--- src/rtl/fetch_stage.sv ---
// fetch_stage
//   Instruction-fetch stage in front of a combinational instruction memory.
//   Owns the PC, drives the memory byte address, captures the returned word
//   in the same cycle and buffers {pc, instruction, fault} in a 2-entry FIFO
//   toward decode with a valid/ready handshake. Redirects flush the FIFO and
//   reload the PC; fetches outside the memory window produce a fault entry
//   and halt fetching until the next redirect.
//
// Ports
//   clk              rising-edge clock
//   reset            asynchronous active-low reset
//   imem_address     byte address to instruction memory (= pc)
//   imem_instruction combinational word returned for imem_address
//   redirect_valid   branch/jump redirect request (highest priority)
//   redirect_target  new pc on redirect
//   out_valid        FIFO head valid
//   out_ready        decode accepts head this cycle
//   out_instruction  head instruction (0 for faults or when empty)
//   out_pc           head pc (0 when empty)
//   out_fault        head is a fetch fault (0 when empty)
module fetch_stage #(
  parameter int unsigned ADDRESS_SIZE = 32,
  parameter logic [ADDRESS_SIZE-1:0] BOOT_ADDRESS = 32'h1000,
  parameter logic [ADDRESS_SIZE-1:0] MEM_SIZE = 32'h1000
) (
  input  logic                    clk,
  input  logic                    reset,
  output logic [ADDRESS_SIZE-1:0] imem_address,
  input  logic [ADDRESS_SIZE-1:0] imem_instruction,
  input  logic                    redirect_valid,
  input  logic [ADDRESS_SIZE-1:0] redirect_target,
  output logic                    out_valid,
  input  logic                    out_ready,
  output logic [ADDRESS_SIZE-1:0] out_instruction,
  output logic [ADDRESS_SIZE-1:0] out_pc,
  output logic                    out_fault
);

  localparam logic [ADDRESS_SIZE-1:0] LAST_ADDRESS = BOOT_ADDRESS + MEM_SIZE - ADDRESS_SIZE'(4);

  logic [ADDRESS_SIZE-1:0] pc;
  logic                    halted;
  logic [1:0]              count;

  // entry 0 is the head, entry 1 the second slot
  logic [ADDRESS_SIZE-1:0] q_pc    [2];
  logic [ADDRESS_SIZE-1:0] q_instr [2];
  logic                    q_fault [2];

  logic                    fault_now;
  logic                    pop;
  logic                    push;
  logic [ADDRESS_SIZE-1:0] new_instr;

  assign imem_address = pc;
  assign fault_now    = (pc < BOOT_ADDRESS) || (pc > LAST_ADDRESS) || (pc[1:0] != 2'b00);
  assign new_instr    = fault_now ? '0 : imem_instruction;

  assign out_valid       = (count != 2'd0);
  assign out_instruction = out_valid ? q_instr[0] : '0;
  assign out_pc          = out_valid ? q_pc[0]    : '0;
  assign out_fault       = out_valid & q_fault[0];

  assign pop  = out_valid & out_ready;
  assign push = !redirect_valid & !halted & ((count < 2'd2) | pop);

  always_ff @(posedge clk or negedge reset) begin
    if (!reset) begin
      pc      <= BOOT_ADDRESS;
      halted  <= 1'b0;
      count   <= 2'd0;
      for (int i = 0; i < 2; i++) begin
        q_pc[i]    <= '0;
        q_instr[i] <= '0;
        q_fault[i] <= 1'b0;
      end
    end else if (redirect_valid) begin
      pc     <= redirect_target;
      halted <= 1'b0;
      count  <= 2'd0;
    end else begin
      if (push) begin
        // a faulting fetch parks the pc on the offending address
        if (fault_now) begin
          halted <= 1'b1;
        end else begin
          pc <= pc + ADDRESS_SIZE'(4);
        end
      end

      case ({push, pop})
        2'b10: begin
          if (count == 2'd0) begin
            q_pc[0] <= pc; q_instr[0] <= new_instr; q_fault[0] <= fault_now;
          end else begin
            q_pc[1] <= pc; q_instr[1] <= new_instr; q_fault[1] <= fault_now;
          end
          count <= count + 2'd1;
        end
        2'b01: begin
          q_pc[0] <= q_pc[1]; q_instr[0] <= q_instr[1]; q_fault[0] <= q_fault[1];
          count   <= count - 2'd1;
        end
        2'b11: begin
          // count unchanged; new word lands behind whatever remains
          if (count == 2'd1) begin
            q_pc[0] <= pc; q_instr[0] <= new_instr; q_fault[0] <= fault_now;
          end else begin
            q_pc[0] <= q_pc[1]; q_instr[0] <= q_instr[1]; q_fault[0] <= q_fault[1];
            q_pc[1] <= pc;      q_instr[1] <= new_instr;  q_fault[1] <= fault_now;
          end
        end
        default: ;
      endcase
    end
  end

endmodule

--- config.mk ---
export PLATFORM = sky130hd
export DESIGN_NAME = fetch_stage
export DESIGN_NICKNAME = d
export VERILOG_FILES = /design/src/rtl/fetch_stage.sv
export SDC_FILE = /design/constraint.sdc
export NUM_CORES = 1
export LEC_CHECK = 0
export CAP_MARGIN = 20
export CORE_UTILIZATION = 46
export DETAILED_ROUTE_END_ITERATION = 10
export PLACE_DENSITY = 0.85
export SLEW_MARGIN = 20
export SYNTH_ARGS = -nofsm -noshare
export SYNTH_HDL_FRONTEND = slang
export SYNTH_SLANG_ARGS = --single-unit
--- constraint.sdc ---
create_clock -name clk -period 2 [get_ports clk]
set_input_delay 0.5 -clock clk [delete_from_list [all_inputs] [get_ports clk]]
set_output_delay 0.5 -clock clk [all_outputs]
set_load 0.1 [all_outputs]
* Word level (Yosys, flattened, before mapping) *
Index checks and enable logic that the tools add are counted.
W data, S select, Z words.

word-level totals
  flip-flop bits (word level) = 165
  input bits = 68
  output and inout bits = 98

operators by class
  add/subtract/negate cells = 3
  order comparisons = 3
  equality and inequality tests = 8
  multiplexer cells = 29
  bitwise gates (word level) = 6
  reductions and logical operators = 16

operators with widths
  cell                     count
  $mux W32                 14
  $pmux W32 S3             2
  $pmux W32 S2             2
  $add A32 B3 Y32 const B  1
  $gt A32 B13 Y1 const B   1
  $lt A32 B13 Y1 const B   1
  $reduce_bool A2 Y1       5
  $ne A2 B2 Y1 const B     4
  $mux W1                  7
  $reduce_bool A3 Y1       2
  $and A1 B1 Y1            4
  $eq A2 B1 Y1 const B     2
  $eq A2 B2 Y1 const B     2
  $pmux W2 S2              1
  $reduce_and A2 Y1        2
  $reduce_and A4 Y1        1
  $pmux W1 S3              1
  $reduce_and A3 Y1        1
  $add A2 B1 Y2 const B    1
  $logic_not A1 Y1         2
  $logic_not A2 Y1         1
  $logic_or A1 B1 Y1       2
  $lt A2 B2 Y1 const B     1
  $mux W2                  1
  other kinds (4)          4

* Depth between registers and ports, before layout *
  word-level depth = 7
  mapped depth = 9
  mapped depth without buffers = 6

* Least setup slack after synthesis *
OpenSTA, ideal clock, no wires.

  kind = register to output
  start point = register count[1]
  end point = output port out_instruction[10]
  arrival time = 2.477 ns
  required time = 1.500 ns
  setup slack = -0.977 ns
  cell stages (with the launch flop) = 6
  buffers on the path = 2
  cell sequence = dfrtp_1 -> inv_1 -> ha_1 -> clkbuf_1 -> clkbuf_1 -> nor2b_1

between the ends
  cells in the longest elaborated chain, start to end = 2

ends and longest elaborated chain
  element                 line  RTL
  start, declared         43    logic [1:0] count;
  start signal, assigned  98    count <= count + 2'd1;
  start signal, assigned  102   count <= count - 2'd1;
  $reduce_bool A2 Y1      59    assign out_valid = (count != 2'd0);
  $mux W32                60    assign out_instruction = out_valid ? q_instr[0] : '0;
  end, declared           34    output logic [ADDRESS_SIZE-1:0] out_instruction,

Every way passes these cells.

* Worst setup path after layout *
  start point = register count[0]
  end point = register q_instr[45] (netlist bit)

between the ends
  cells in the longest elaborated chain, start to end = 7
  elaborated cells on any way between the ends = 15
  classes of those cells = order compare: 1; eq/ne: 5; mux: 2; bitwise: 3; reduce/logical: 4

ends and longest elaborated chain
  element                                                       line  RTL
  $reduce_bool A2 Y1                                            59
  $and A1 B1 Y1                                                 64    assign pop = out_valid & out_ready;
  $or A1 B1 Y1                                                  65    assign push = !redirect_valid & !halted & ((count < 2'd2) | pop);
  $and A1 B1 Y1                                                 65
  $eq A2 B2 Y1 or $eq A2 B1 Y1 (tied branches)                  91    case ({push, pop})
  $ne A2 B2 Y1 (no line) or $reduce_bool A3 Y1 (tied branches)  -
  $reduce_and A3 Y1 (no line)                                   -
  end, declared                                                 47    logic [ADDRESS_SIZE-1:0] q_instr [2];

Parallel ways exist; a longest one is shown, timed or not.
A chain may end at the register's enable or synchronous reset.

==> impl_metrics.csv <==
group,metric,value,unit
setup_path,crit_start,"count[0]",
flow_run,maxCapViolations,0,
synth,synthesis.nets,897,
finish,final_cell_area,13200,um^2
cts,hold_buffers,0,
placed_design,dp_hpwl,15600,um
synth,ys.flop_type,"dfrtp_1",
detailed_routing,vias,7884,
setup_path,regToRegSetupSlack,-0.27,ns
placed_design,io_buffer_count,165,
setup_path,critPathCapture,"q_instr[45]",
timing,worst_slack,-0.269,ns
floorplan,die_h,133,um
synth,synth_warnings,0,
detailed_routing,viasPerCell,6.26,
floorplan,start_util,0.472,
setup_path,r2r_end,"q_instr[45]",
finish,nNetsFinal,1099,
detailed_routing,dr.pass1.iters,6,
power,power_density,1990,nW/um^2
timing,drv_slew,0,
synth,ys_seq_elements,165,
global_route,grt_pass1_wl,40600,um
status,violations,"setup timing",
global_route,grt_pass1_vias,7516,
synth,netlist_area,7860,um^2
timing,fin_hold_ws,0.0208,ns
placed_design,globalplace.congestion,0.817,
finish,syn2layout_area_growth,67.3,%
timing,hold_violations,0,
setup_path,critPathMaxFanout,7,
global_route,antenna_found_initial,1,
setup_path,reg2reg_depth,10,
cts,clkSlewWorstSetupHoldPaths,0.06,ns
global_route,grt_max_degree,66,
power,ir_worst_vdd,0.00131,V
synth,syn_area_per_cell,9.52,um^2
synth,synthArstFlopShare,1.00,
detailed_routing,ant_nets,0,
placed_design,dp_cells,1197,
cts,cts-buffers-inserted,17,
cts,cts_buffer_depth,2,
floorplan,rows,47,
floorplan,die_area,17600,um^2
synth,syn_inst,826,
synth,synth.distinct_cells,44,
timing,fin_crit,2.27,ns
setup_path,crit_arrival,2.61,ns
global_route,grt_use_total,0.299,
status,status,"finished with violations",
detailed_routing,wirelength,28700,um
timing,finClkSkew,0.00705,ns
hold_path,hp-class,"input port to async pin",
setup_path,start_kind,"register",
floorplan,core-area,16600,um^2
setup_path,critPathRequiredTime,2.34,ns
detailed_routing,drc,0,
floorplan,io_pins,166,
detailed_routing,avgRoutedWirePerCell,22.8,um
timing,fmaxAchievable,441,MHz
cts,clkSinkCount,165,
placed_design,place_ws,-0.276,ns
finish,drive_gt1_frac,0.406,
synth,ys_seq_area_frac,0.525,
finish,stdcell_count,1260,
placed_design,postPlaceCellArea,11600,um^2
timing,worst_slew_pin_slew,0.512,ns
setup_path,r2r_start,"count[0]",
cts,clkLatencyLatePin,0.43,ns
timing,timing.slew.headroom,0.659,
detailed_routing,drt-initial-drc-count,715,
cts,clock-root-buffer,"clkbuf_16",
cts,cts_tree,"built",
timing,finalSetupViolations,138,
timing,rsz0062_at_grt,"true",
setup_path,worstSetupPathType,"register to register",
cts,cts_htree_levels,4,
synth,synth-edff-count,0,
timing,finalSetupTns,-22.63,ns
floorplan,die_width,133,um
global_route,grt_overflow,0,
setup_path,worstSetupEndpointType,"register",
timing,fin_crit_sh,1.13,
power,leakage,5.40,nW
sequential cells by signal, indices dropped and copies added (netlist names):
register / cells
halted: 1
q_fault: 2
count: 2
q_instr: 64
q_pc: 64
imem_address: 32
through the flow:
stage / power [W] / utilization
3_3_place_gp: 0.0202 / 0.699
6_report: 0.0262 / 0.790
2_1_floorplan: 0.0154 / -
5_1_grt: 0.0269 / 0.790
3_5_place_dp: 0.0206 / 0.699
4_1_cts: 0.0251 / 0.759
worst min path at each step:
stage	cells past startpoint	slack, ns	end
global placement	2	0.46	q_instr[0]
CTS	1	0.03	q_instr[63]
finish	1	0.02	q_instr[18]
detailed placement	2	0.47	q_instr[8]
global route	1	0.06	q_instr[18]
floorplan	0	0.20	count[0]
cell type report:
cell class / count / area [um^2]
flip-flops and latches: 165 / 4170
fillers: 877 / 3490
repair buffers: 253 / 3910
clock inverters: 6 / 80.1
inverters: 8 / 32.5
diodes: 1 / 2.50
clock buffers: 24 / 462
multi-input cells: 583 / 4220
well taps: 220 / 275
kinds of logic (layout without fill, tap and decap cells):
| family | Yosys count | count (layout) | synth area share |
|---|---|---|---|
| AO/OA/AOI/OAI | 135 | 135 | 0.104 |
| XOR/XNOR | 1 | 1 | 0.00111 |
| flip-flops | 165 | 165 | 0.525 |
| AND/OR/NAND/NOR | 391 | 391 | 0.243 |
| other | 0 | 1 | 0 |
| buffers and inverters | 78 | 291 | 0.0458 |
| adder cells (fa/ha/maj) | 3 | 3 | 0.00478 |
| multiplexers | 53 | 53 | 0.0756 |
critical path: stages, from the launching register on:
cell	delay (ns)
dfrtp_1	0.40
inv_2	0.09
ha_4	0.22
buf_12	0.16
or3b_4	0.40
a21oi_4	0.20
buf_8	0.17
buf_12	0.12
clkbuf_16	0.17
nor2_4	0.04
a31oi_1	0.19
where the power goes:
part | internal, W | switching (W) | leakage, nW
Sequential | 0.00447 | 0.000942 | 1.96
Clock | 0.00185 | 0.00126 | 0.268
Combinational | 0.00712 | 0.0105 | 3.17
Total | 0.0134 | 0.0127 | 5.40
cell usage after synthesis (2+ instances only):
master	number	share of area
a21oi_1	7	0.0045
a31oi_1	72	0.057
and3_1	2	0.0016
and4_1	3	0.0033
buf_2	32	0.020
buf_6	3	0.0043
clkbuf_1	34	0.016
dfrtp_1	164	0.52
ha_1	3	0.0048
inv_1	7	0.0033
mux2_2	51	0.073
mux2i_1	2	0.0025
nand2_1	138	0.066
nand3_1	38	0.024
nand4_1	37	0.029
nor2_1	81	0.039
nor2b_1	65	0.052
nor3_1	3	0.0019
nor4_1	5	0.0040
nor4_2	2	0.0032
o2111ai_1	2	0.0022
o211ai_1	2	0.0019
o21ai_0	39	0.025
o31ai_1	6	0.0057
or3_1	2	0.0016
or3b_1	2	0.0022
or4_1	7	0.0067
timing repair:
item,4_1_cts,5_1_grt
setup buffers,7,13
gates cloned,9,7
resized for setup,30,87
endpoints found under the setup margin,89,146
pin swaps,12,8
layout by cell type, fill, tap and decap left out, types with 5 or more instances in the layout:
| cell type | count |
|---|---|
| nor2_4 | 18 |
| buf_12 | 121 |
| nor2b_4 | 64 |
| dfrtp_1 | 138 |
| nand2_1 | 138 |
| or4_1 | 5 |
| nand3_1 | 38 |
| clkbuf_1 | 6 |
| buf_16 | 8 |
| mux2_2 | 51 |
| dfrtp_2 | 23 |
| buf_6 | 11 |
| nor2_2 | 19 |
| buf_4 | 38 |
| nand4_1 | 37 |
| clkbuf_16 | 23 |
| a31oi_1 | 70 |
| clkdlybuf4s50_1 | 66 |
| nor2_1 | 44 |
| o21ai_0 | 38 |
metal layers:
layer / wire length [um] / GRT usage
met2: 14600 / 0.501
met1: 10300 / 0.359
met5: 0 / 0
met4: 1680 / 0.169
met3: 2130 / 0.0598
No activity file was read; power rests on OpenSTA's default activity.
